===== src/rtl/io_irq_vec16.sv =====
// Interrupt vectoring stage: latches rising edges of masked IRQ lines, presents the
// lowest-index pending line to the core over req/ack and holds it in service until EOI.
module io_irq_vec16 #(
    parameter logic [15:0] CAddrBase = 16'h0000,
    parameter int unsigned CIrqCnt   = 16
) (
    input  logic               AClkH,
    input  logic               AResetHN,
    input  logic               AClkHEn,
    input  logic [15:0]        AIoAddr,
    output logic [63:0]        AIoMiso,
    input  logic [63:0]        AIoMosi,
    input  logic [3:0]         AIoWrSize,
    input  logic [3:0]         AIoRdSize,
    output logic               AIoAddrAck,
    output logic               AIoAddrErr,
    input  logic [CIrqCnt-1:0] AIrqI,
    output logic               AIrqReq,
    output logic [3:0]         AIrqVec,
    input  logic               AIrqAck,
    output logic [7:0]         ATest
);

    localparam logic [3:0] SzW = 4'b0010;

    typedef enum logic [1:0] {
        StIdle = 2'd0,
        StReq  = 2'd1,
        StServ = 2'd2
    } state_e;

    state_e             state_q, state_d;
    logic [CIrqCnt-1:0] prev_q, pend_q, pend_d, set, clr;
    logic [3:0]         vec_q, vec_d, serv_q, serv_d, hi;
    logic [15:0]        pend_ext;
    logic               any, hit0, hit2, hit, wr_any, rd_any, size_err;
    logic               wr_ok, rd_ok, w1c, eoi, ack_take;
    logic               unused_mosi;

    assign unused_mosi = ^AIoMosi[63:CIrqCnt];

    // IO decode: only word accesses at +0/+2 have any effect.
    assign hit0       = (AIoAddr == CAddrBase);
    assign hit2       = (AIoAddr == (CAddrBase + 16'd2));
    assign hit        = hit0 | hit2;
    assign wr_any     = |AIoWrSize;
    assign rd_any     = |AIoRdSize;
    assign size_err   = (wr_any && (AIoWrSize != SzW)) || (rd_any && (AIoRdSize != SzW));
    assign AIoAddrAck = hit && (wr_any || rd_any);
    assign AIoAddrErr = hit && size_err;
    assign wr_ok      = hit && (AIoWrSize == SzW) && !size_err;
    assign rd_ok      = hit && (AIoRdSize == SzW) && !size_err;
    assign w1c        = wr_ok && hit0;
    assign eoi        = wr_ok && hit2;

    // Lowest index wins: scan downward so the last hit is the smallest index.
    always_comb begin
        hi = '0;
        for (int i = int'(CIrqCnt) - 1; i >= 0; i--) begin
            if (pend_q[i]) hi = 4'(i);
        end
    end
    assign any = |pend_q;

    assign ack_take = (state_q == StReq) && AIrqAck;
    assign set      = AIrqI & ~prev_q;

    always_comb begin
        clr = w1c ? AIoMosi[CIrqCnt-1:0] : '0;
        for (int i = 0; i < int'(CIrqCnt); i++) begin
            if (ack_take && (vec_q == 4'(i))) clr[i] = 1'b1;
        end
    end

    // Set is applied after clear so a same-cycle edge survives a W1C.
    assign pend_d = (pend_q & ~clr) | set;

    always_ff @(posedge AClkH) begin
        if (!AResetHN) begin
            state_q <= StIdle;
            prev_q  <= '0;
            pend_q  <= '0;
            vec_q   <= '0;
            serv_q  <= '0;
        end else if (AClkHEn) begin
            state_q <= state_d;
            prev_q  <= AIrqI;
            pend_q  <= pend_d;
            vec_q   <= vec_d;
            serv_q  <= serv_d;
        end
    end

    always_comb begin
        state_d = state_q;
        case (state_q)
            StIdle: if (any) state_d = StReq;
            StReq: begin
                if (AIrqAck)   state_d = StServ;
                else if (!any) state_d = StIdle;
            end
            StServ: if (eoi) state_d = StIdle;
            default: state_d = StIdle;
        endcase
    end

    always_comb begin
        vec_d  = vec_q;
        serv_d = serv_q;
        if ((state_q == StIdle) && any) vec_d = hi;
        if (state_q == StReq) begin
            if (AIrqAck)  serv_d = vec_q;
            else if (any) vec_d  = hi;
        end
    end

    always_comb begin
        pend_ext                = '0;
        pend_ext[CIrqCnt-1:0]   = pend_q;
        AIoMiso                 = '0;
        if (rd_ok && hit0) AIoMiso[15:0] = pend_ext;
        if (rd_ok && hit2) AIoMiso[15:0] = {state_q, 6'h0, 4'h0, serv_q};
        AIrqReq = (state_q == StReq);
        AIrqVec = vec_q;
        ATest   = {state_q, AIrqReq, 1'b0, AIrqVec};
    end

endmodule


===== config.mk =====
export PLATFORM = sky130hd
export DESIGN_NAME = io_irq_vec16
export DESIGN_NICKNAME = d
export VERILOG_FILES = /design/src/rtl/io_irq_vec16.sv
export SDC_FILE = /design/constraint.sdc
export NUM_CORES = 1
export LEC_CHECK = 0
export BUFFER_PORTS_ARGS = -buffer_cell sky130_fd_sc_hd__buf_2
export CAP_MARGIN = 10
export CELL_PAD_IN_SITES_DETAIL_PLACEMENT = 1
export CELL_PAD_IN_SITES_GLOBAL_PLACEMENT = 1
export CORE_MARGIN = 4
export CORE_UTILIZATION = 30
export DETAILED_ROUTE_END_ITERATION = 10
export PLACE_DENSITY = 0.82
export SYNTH_ARGS = -nofsm -noshare
export SYNTH_HDL_FRONTEND = slang
export SYNTH_SLANG_ARGS = --single-unit

===== constraint.sdc =====
create_clock -name AClkH -period 3.6 [get_ports AClkH]
set_input_delay 0.36 -clock AClkH [delete_from_list [all_inputs] [get_ports AClkH]]
set_output_delay 0.36 -clock AClkH [all_outputs]
set_load 0.02 [all_outputs]

### After elaboration in Yosys (flattened, before gate mapping)

Index checks and enable logic that the tools add are counted.

| operators by class | value |
|---|---|
| eq/ne operators | 25 |
| muxes and demuxes | 44 |
| bitwise gates (word level) | 6 |
| reduce and logical (&&, ||, !) cells | 41 |

Operators by type and width:

| operator | count |
|---|---|
| two-way mux 4 bit | 20 |
| two-way mux 16 bit | 3 |
| AND 16 bit | 2 |
| equality test 4 bit (second input constant) | 8 |
| inverter 16 bit | 2 |
| logical AND 1 bit | 30 |
| equality test 16 x 2 -> 1 bit (second input constant) | 1 |
| equality test 4 x 2 -> 1 bit (second input constant) | 4 |
| equality test 4 x 3 -> 1 bit (second input constant) | 4 |
| logical NOT 16 bit | 1 |
| two-way mux 1 bit | 16 |
| OR 16 bit | 1 |
| OR reduction 16 bit | 1 |
| two-way mux 2 bit | 4 |
| != test 4 x 2 -> 1 bit (second input constant) | 2 |
| OR reduction 4 bit | 2 |
| one-hot mux 2 bit (3 select lines) | 1 |
| equality test 4 x 1 -> 1 bit (second input constant) | 1 |
| logical NOT 4 bit | 1 |
| != test 2 bit (second input constant) | 2 |
| AND reduction 4 bit | 1 |
| != test 3 bit (second input constant) | 1 |
| AND reduction 3 bit | 1 |
| equality test 2 x 1 -> 1 bit (second input constant) | 1 |
| other kinds (5) | 6 |

| word-level totals | value |
|---|---|
| flip-flop bits (word level) | 42 |
| input bits | 108 |

### Depth between registers and ports, before layout

Gate-level depths: netlist of run 1.

| depth | value |
|---|---|
| depth after elaboration | 20 |
| gate-level depth with buffers | 5 |
| gate-level depth less buffers | 4 |

### Least setup slack after synthesis of run 1

Ideal clock, no wire load.

| path | value |
|---|---|
| kind | input to output |
| from | in AIoRdSize[2] |
| to | out AIoMiso[11] |
| arrival time | 1.888 ns |
| data required time | 3.240 ns |
| path slack | 1.352 ns |
| stages on the path | 4 |
| buffers on the path | 0 |
| cell sequence | or4_4 > nor3_4 > nand3_1 > nor3_1 |

| on the way | value |
|---|---|
| cells in the longest elaborated chain, start to end | 8 |

Ends and longest elaborated chain:

| item | line | text |
|---|---|---|
| start: declaration | 14 | `input logic [3:0] AIoRdSize,` |
| != test 4 x 2 -> 1 bit or OR reduction 4 bit (tied branches) | 48, 47 |  |
| logical AND 1 bit | 48 | `assign size_err = (wr_any && (AIoWrSize != SzW)) \|\| (rd_any && (AIoRdSize != SzW));` |
| logical OR 1 bit | 48 |  |
| logical NOT 1 bit | 52 | `assign rd_ok = hit && (AIoRdSize == SzW) && !size_err;` |
| logical AND 1 bit * | 52 |  |
| logical AND 1 bit | 121 | `if (rd_ok && hit0) AIoMiso[15:0] = pend_ext;` |
| two-way mux 16 bit | 121 |  |
| two-way mux 16 bit * | 122 | `if (rd_ok && hit2) AIoMiso[15:0] = {state_q, 6'h0, 4'h0, serv_q};` |
| end: declaration | 11 | `output logic [63:0] AIoMiso,` |

Every way passes the cells marked *; elsewhere a longest branch is shown, timed or not.

### Worst setup path in the final report of run 1

| path | value |
|---|---|
| from | in AIoRdSize[2] |
| to | out AIoMiso[7] |

The elaborated chain is that of the path after synthesis.

==> results.json, run 1 <==
{
  "clk_latency_ns": 0.29,
  "setup-violations-final": 0,
  "min_path_type": "input port to flip-flop",
  "tritoncts_clock_tree": "built",
  "final_max_slew_viol_count": 0,
  "post_synthesis_sequential_element_count": 42,
  "setup_repair_after_global_routing_missed_its_margin": "false",
  "fin_worst_skew_ns": 0.00282,
  "num_antenna_cells": 0,
  "synth_top_cells_by_area": "sky130_fd_sc_hd__dfxtp_1 30%, sky130_fd_sc_hd__buf_4 15%, sky130_fd_sc_hd__mux2i_1 8.6%",
  "dominantRegCellSynth": "sky130_fd_sc_hd__dfxtp_1",
  "cts_root_buffer": "sky130_fd_sc_hd__clkbuf_8",
  "residual_overflow_from_global_routing": 0,
  "maximum_number_of_pins_on_one_net_before_global_route_repair": 33,
  "irDropWorstVdd_uv": 179,
  "synthMuxAreaShare_pct": 8.61,
  "power.density_mw_per_mm2": 357,
  "max_stage_delay_ns": 0.53,
  "cp_common_cell": "sky130_fd_sc_hd__buf_2",
  "boundaryPins": 187,
  "preCtsSetupSlack_ns": 0.996,
  "layout-area-overhead-vs-synth_pct": 14.4,
  "start_util_pct": 31.4,
  "synth.cell_area_mm2": 0.00279,
  "synth_fa_ha_area_share_pct": 0,
  "critPathRequiredTime_ns": 3.24,
  "total_wirelength_mm": 8.28,
  "clock_path_buffers": 2,
  "floorplan.die_area_mm2": 0.0109,
  "worstSetupPathType": "input port to primary output",
  "final_critical_path_setup_slack_ns": 1.09,
  "drc": 0,
  "grt_util_all_layers_pct": 14.9,
  "via_count_of_the_first_global_routing_pass": 2606,
  "post-dp-hpwl_mm": 6.54,
  "fp-row-count": 34,
  "sequential_fraction_of_the_synthesis_area_pct": 30.1,
  "crit_path_cell_trace": "buf_2 > or4_4 > nor3_4 > nand3_1 > nor3_1 > buf_2",
  "yosys_warnings": 0,
  "synth_edf_count": 0,
  "fin_crit_ns": 2.51,
  "fin_tns_setup_ns": 0,
  "timing.slew.headroom_pct": 45.9,
  "nets": 512,
  "max_freq_mhz": 398,
  "final_hold_viol_count": 0,
  "area_after_dpl_mm2": 0.00310,
  "synth_top_area_share_pct": 30.1,
  "largest_family_of_logic_cells_by_synthesized_area": "simple AND/OR/NAND/NOR gates",
  "first_iter_violations": 141,
  "post_cts_sizing": 0,
  "synth.distinct_cells": 50,
  "chipWidth_um": 104,
  "htree_levels": 2,
  "grt_antenna_before_repair": 0,
  "numCtsBuffers": 5,
  "critical_path.startpoint_type": "input port",
  "worst_pin_slew_ns": 0.811,
  "worstPathArrival_ns": 2.15,
  "port_buffers": 89,
  "setup_buffers_after_cts": 0,
  "routability_congestion_estimate_from_global_placement": 0.863,
  "drt_pre_antenna_iters": 4,
  "power.leakage_nw": 1.59,
  "vias_per_cell": 4.94,
  "max_stage_delay_cell_worst_path": "sky130_fd_sc_hd__or4_4",
  "synthesis.area_per_instance_um2": 8.58,
  "path_clk_slew_ns": 0.08,
  "cts_stage_hold_buffer_count": 0,
  "stdcell_area_mm2": 0.00319,
  "result_of_the_run": "completed",
  "grt_pass1_wl_mm": 13.5,
  "ant_nets": 0,
  "synthesis.instances": 325,
  "synth_xor_area_share_pct": 0,
  "drive_above_1_share_pct": 27.2,
  "final.period_utilization_pct": 69.8,
  "worst_hold_slack_ns": 0.315,
  "post_synth_arst_share_pct": 0,
  "chipHeight_um": 104,
  "cp-end-kind": "primary output",
  "dr_total_vias": 2532,
  "floorplan.core_area_mm2": 0.00889,
  "clkSinkCount": 42,
  "drv_cap": 0,
  "crit_fanout": 8,
  "synthesized_area_fraction_occupied_by_ao_oa_aoi_and_oai_cells_pct": 17.2,
  "post_synth_and_or_nand_nor_area_fraction_pct": 26.3,
  "synth.largest_area_cell": "sky130_fd_sc_hd__dfxtp_1",
  "route.detailed.wl_per_inst_um": 16.1
}
==> placed cells by master, fill, tap and decap left out, drive strengths merged, types with 6 or more instances in the layout <==
master and count:
nor4 10, nand2 12, mux2i 24, nor2 40
nand2b 18, clkbuf 6, a21boi 6, a21oi 8
conb 49, and2 8, buf 90, o221a 12
dfxtp 42, and3b 12, inv 8
==> where the power goes <==
part | internal, mW | leakage, nW | switching (mW)
Combinational | 0.107 | 1.20 | 0.166
Sequential | 0.495 | 0.346 | 0.0444
Clock | 0.154 | 0.0472 | 0.170
Total | 0.757 | 1.59 | 0.381
==> worst paths after layout <==
path	to	startpoint	cells after the start	slack (ns)
min	prev_q[3]	AIrqI[3]	3	0.32
max	AIoMiso[7]	AIoRdSize[2]	6	1.09
max reg2reg	pend_ext[6]	state_q[0]	4	1.62
min reg2reg	prev_q[15]	prev_q[15]	2	0.50
==> registers in the layout (all words and copies together) (netlist names) <==
name / flops
pend_ext: 16
prev_q: 16
AIrqVec: 4
serv_q: 4
state_q: 2
==> area by class of cell <==
type / count / area [µm²]
Clock inverter: 2 / 12.5
Tap cell: 108 / 135
Multi-Input combinational cell: 257 / 1640
Sequential cell: 42 / 841
Clock buffer: 6 / 82.6
Inverter: 8 / 30.0
Timing Repair Buffer: 90 / 453
Fill cell: 1119 / 5700
==> cells in the mapped netlist, types with 3 or more instances <==
| master | count |
|---|---|
| sky130_fd_sc_hd__a21oi_1 | 8 |
| sky130_fd_sc_hd__nand2b_1 | 18 |
| sky130_fd_sc_hd__nor3_1 | 3 |
| sky130_fd_sc_hd__o41ai_1 | 3 |
| sky130_fd_sc_hd__and3b_1 | 12 |
| sky130_fd_sc_hd__nor2b_1 | 4 |
| sky130_fd_sc_hd__o221a_2 | 5 |
| sky130_fd_sc_hd__and2_1 | 8 |
| sky130_fd_sc_hd__a21boi_0 | 6 |
| sky130_fd_sc_hd__o211a_1 | 4 |
| sky130_fd_sc_hd__dfxtp_1 | 42 |
| sky130_fd_sc_hd__o221a_1 | 7 |
| sky130_fd_sc_hd__nor2_1 | 40 |
| sky130_fd_sc_hd__buf_4 | 54 |
| sky130_fd_sc_hd__nand2_1 | 12 |
| sky130_fd_sc_hd__nor4_1 | 10 |
| sky130_fd_sc_hd__mux2i_1 | 24 |
| sky130_fd_sc_hd__inv_1 | 8 |
| sky130_fd_sc_hd__o31ai_1 | 4 |
| sky130_fd_sc_hd__clkbuf_1 | 8 |
| sky130_fd_sc_hd__a31oi_1 | 3 |
| sky130_fd_sc_hd__o21ai_0 | 4 |
| sky130_fd_sc_hd__nand3b_1 | 3 |
==> cells by family (layout without fill, tap and decap cells) <==
logic type             count (synthesis)  count (layout)
and+or+nand+nor                      126             126
AOI/OAI and AO/OA                     58              58
buffers and inverters                 74             106
DFF                                   42              42
other                                  1              49
muxes                                 24              24
==> routing by layer <==
metal,global-route usage [%],part of all wire (%),up-vias,routed length (µm)
met5,0,0,-,0
li1,-,-,1212,-
met2,26.2,49,105,4050
met3,3.91,8.6,7,708
met4,2.94,0.68,0,56
met1,18.2,42,1208,3460
==> per-stage QoR <==
stage,std cells,util [%],power (mW)
after floorplan,373,-,0.777
after global placement,505,34.8,0.811
after detailed placement,505,34.8,0.821
after CTS,513,35.9,1.14
after global routing,513,35.9,1.19
final,513,35.9,1.14
==> critical path, delay by kind of cell <==
family	cells	cell delay (ns)
and+or+nand+nor	4	1.48
buffers and inverters	2	0.30
(Power assumes the default switching activity.)
==> inputs of run 2 (changes only) <==
Settings changed: ABC_AREA from default to 1, CORE_UTILIZATION 30 to 25, PLACE_DENSITY 0.82 to 0.76.
Clock period 3.6 ns to 2.2 ns, I/O delays scaled along.
==> run 2 against run 1 <==
  * Hold slack got worse by 0.11 ns
  * Flip-flop and latch count did not move
  * First-iteration DRC count fell by 2.1%
  * Via count rose by 8.6%
  * Cell count rose by 22%
  * Register-to-register slack got worse by 1.3 ns
  * Critical path depth rose by 4
  * Die area rose by 19%
  * Sequential share of layout area fell by 1.2 points
  * Total power rose by 83%
  * Largest power group unchanged
==> results.json, run 2 <==
{
  "synthesis.instances": 401,
  "critPathRequiredTime_ns": 1.98,
  "rr_startpoint": "state_q[0]",
  "synth.distinct_cells": 36,
  "fin_worst_skew_ns": 0.00197,
  "start_util_pct": 25.7,
  "synthMuxAreaShare_pct": 0,
  "synth_edf_count": 0,
  "boundaryPins": 187,
  "maximum_number_of_pins_on_one_net_before_global_route_repair": 36,
  "setup-violations-final": 0,
  "synth_top_area_share_pct": 29.9,
  "chipHeight_um": 114,
  "final_critical_path_setup_slack_ns": 0.155,
  "hold_depth": 3,
  "fp-row-count": 38,
  "grt_antenna_before_repair": 0,
  "result_of_the_run": "completed",
  "worstSetupPathType": "input port to primary output",
  "htree_levels": 2,
  "cts_root_buffer": "sky130_fd_sc_hd__clkbuf_16",
  "max_freq_mhz": 489,
  "residual_overflow_from_global_routing": 0,
  "path_clk_slew_ns": 0.06,
  "worst_r2r_path_depth": 9,
  "worst_r2r_endpoint": "pend_ext[10]",
  "synthesized_area_fraction_occupied_by_ao_oa_aoi_and_oai_cells_pct": 15.0,
  "route.detailed.wl_per_inst_um": 13.8,
  "clock_path_buffers": 2,
  "cts_stage_hold_buffer_count": 0,
  "post-dp-hpwl_mm": 7.10,
  "drc": 0,
  "final_cell_mix": "89 x sky130_fd_sc_hd__buf_2, 72 x sky130_fd_sc_hd__nand2_1, 49 x sky130_fd_sc_hd__conb_1, 47 x sky130_fd_sc_hd__a21oi_1, 42 x sky130_fd_sc_hd__dfxtp_1",
  "final_hold_viol_count": 0,
  "synth_fa_ha_area_share_pct": 0,
  "synth.largest_area_cell": "sky130_fd_sc_hd__dfxtp_1",
  "ant_nets": 0,
  "floorplan.die_area_mm2": 0.0130,
  "irDropWorstVdd_uv": 339,
  "dr_total_vias": 2750,
  "nets": 594,
  "vias_per_cell": 4.39,
  "final_common_cell": "sky130_fd_sc_hd__buf_2",
  "synth.cell_area_mm2": 0.00282,
  "numCtsBuffers": 5,
  "first_iter_violations": 138,
  "synth_common_cells": "72 x sky130_fd_sc_hd__nand2_1, 54 x sky130_fd_sc_hd__buf_4, 47 x sky130_fd_sc_hd__a21oi_1",
  "power.leakage_nw": 1.56,
  "drv_cap": 0,
  "synthesis.area_per_instance_um2": 7.02,
  "fin_crit_ns": 2.04,
  "grt_pass1_wl_mm": 13.6,
  "yosys_warnings": 0,
  "largest_family_of_logic_cells_by_synthesized_area": "simple AND/OR/NAND/NOR gates",
  "worstPathArrival_ns": 1.82,
  "drive_above_1_share_pct": 31.0,
  "dominantRegCellSynth": "sky130_fd_sc_hd__dfxtp_1",
  "min_path_type": "input port to flip-flop",
  "whs_endpoint": "prev_q[1]",
  "critical_path.startpoint_type": "input port",
  "via_count_of_the_first_global_routing_pass": 2797,
  "setup_repair_after_global_routing_missed_its_margin": "false",
  "layout-area-overhead-vs-synth_pct": 18.7,
  "total_wirelength_mm": 8.62,
  "synth_xor_area_share_pct": 0,
  "finalPower_mw": 2.08,
  "num_antenna_cells": 0,
  "clkSinkCount": 42,
  "drt_pre_antenna_iters": 4,
  "routability_congestion_estimate_from_global_placement": 0.843,
  "post_synth_and_or_nand_nor_area_fraction_pct": 33.0,
  "sequential_fraction_of_the_synthesis_area_pct": 29.9,
  "ff2ff_setup_slack_ns": 0.28,
  "chipWidth_um": 114,
  "yosysMostFrequentCell": "sky130_fd_sc_hd__nand2_1",
  "post_synthesis_sequential_element_count": 42,
  "power.density_mw_per_mm2": 623,
  "cp-end-kind": "primary output",
  "port_buffers": 89,
  "launch_instance_of_the_worst_min_delay_path": "AIrqI[1]",
  "final_max_slew_viol_count": 0,
  "preCtsSetupSlack_ns": 0.0990,
  "grt_util_all_layers_pct": 12.9,
  "crit_fanout": 7,
  "clk_latency_ns": 0.28,
  "final.period_utilization_pct": 92.9,
  "floorplan.core_area_mm2": 0.0109,
  "post_synth_arst_share_pct": 0,
  "tritoncts_clock_tree": "built",
  "fin_tns_setup_ns": 0,
  "synth_top_cells_by_area": "sky130_fd_sc_hd__dfxtp_1 30%, sky130_fd_sc_hd__buf_4 14%, sky130_fd_sc_hd__nand2_1 9.6%"
}
[run 2: what timing repair did]
action	in CTS	in global routing
endpoints found under the setup margin	0	2
buffers inserted	0	1
resized for setup	0	1
endpoints found under the hold margin	0	0
[run 2: cells by family (layout without fill, tap and decap cells)]
group | count (synthesis) | in the layout
flip-flops | 42 | 42
AND/OR/NAND/NOR | 178 | 178
other | 1 | 49
AO/OA/AOI/OAI | 75 | 75
buffers and inverters | 105 | 143
[run 2: how the worst max path moves through the flow]
stage	endpoint	slack, ns	depth (start not counted)	start
5_1_grt	AIoMiso[7]	0.02	10	AIoAddr[3]
3_5_place_dp	pend_ext[2]	0.1	12	AIoAddr[3]
6_report	AIoMiso[2]	0.16	10	AIoAddr[3]
3_3_place_gp	AIoMiso[5]	0.18	9	AIoAddr[3]
2_1_floorplan	pend_ext[3]	0.26	7	state_q[0]
4_1_cts	AIoMiso[4]	0.1	9	AIoAddr[3]
[run 2: final cells by class]
class	count	area [µm²]
Clock buffer	5	125
Clock inverter	3	21.3
Fill cell	1429	7590
Inverter	40	153
Multi-Input combinational cell	302	1540
Sequential cell	42	841
Tap cell	140	175
Timing Repair Buffer	95	490
[run 2: worst max-delay path, stage by stage]
cell and delay, ns:
sky130_fd_sc_hd__buf_2 0.09, sky130_fd_sc_hd__nor2_1 0.14, sky130_fd_sc_hd__inv_1 0.07, sky130_fd_sc_hd__nor4_1 0.27
sky130_fd_sc_hd__nand3_1 0.20, sky130_fd_sc_hd__nor3_4 0.19, sky130_fd_sc_hd__buf_4 0.18, sky130_fd_sc_hd__nand3_1 0.08
sky130_fd_sc_hd__o21ai_0 0.13, sky130_fd_sc_hd__buf_2 0.23
[run 2: stage by stage]
step	cell area, µm²	util (%)	instances	hold slack [ns]
global route	3340	30.6	627	0.216
global placement	3190	29.2	618	0.435
detailed placement	3190	29.2	618	0.446
finish	3340	30.6	627	0.206
CTS	3330	30.5	626	0.206
floorplan	3000	-	449	0.381
[run 2: per-layer routing]
layer,track usage [%],wire [µm],part of all wire [%]
met1,15.8,3670,43
met2,23.6,4430,51
met3,2.06,401,4.7
met4,3.17,123,1.4
met5,0,0,0
[run 2: where the power goes]
| part | total [mW] | switching [mW] | leakage (nW) | internal (mW) |
|---|---|---|---|---|
| clock network | 0.726 | 0.306 | 0.0698 | 0.420 |
| registers | 0.868 | 0.0529 | 0.346 | 0.815 |
| logic | 0.488 | 0.335 | 1.14 | 0.153 |
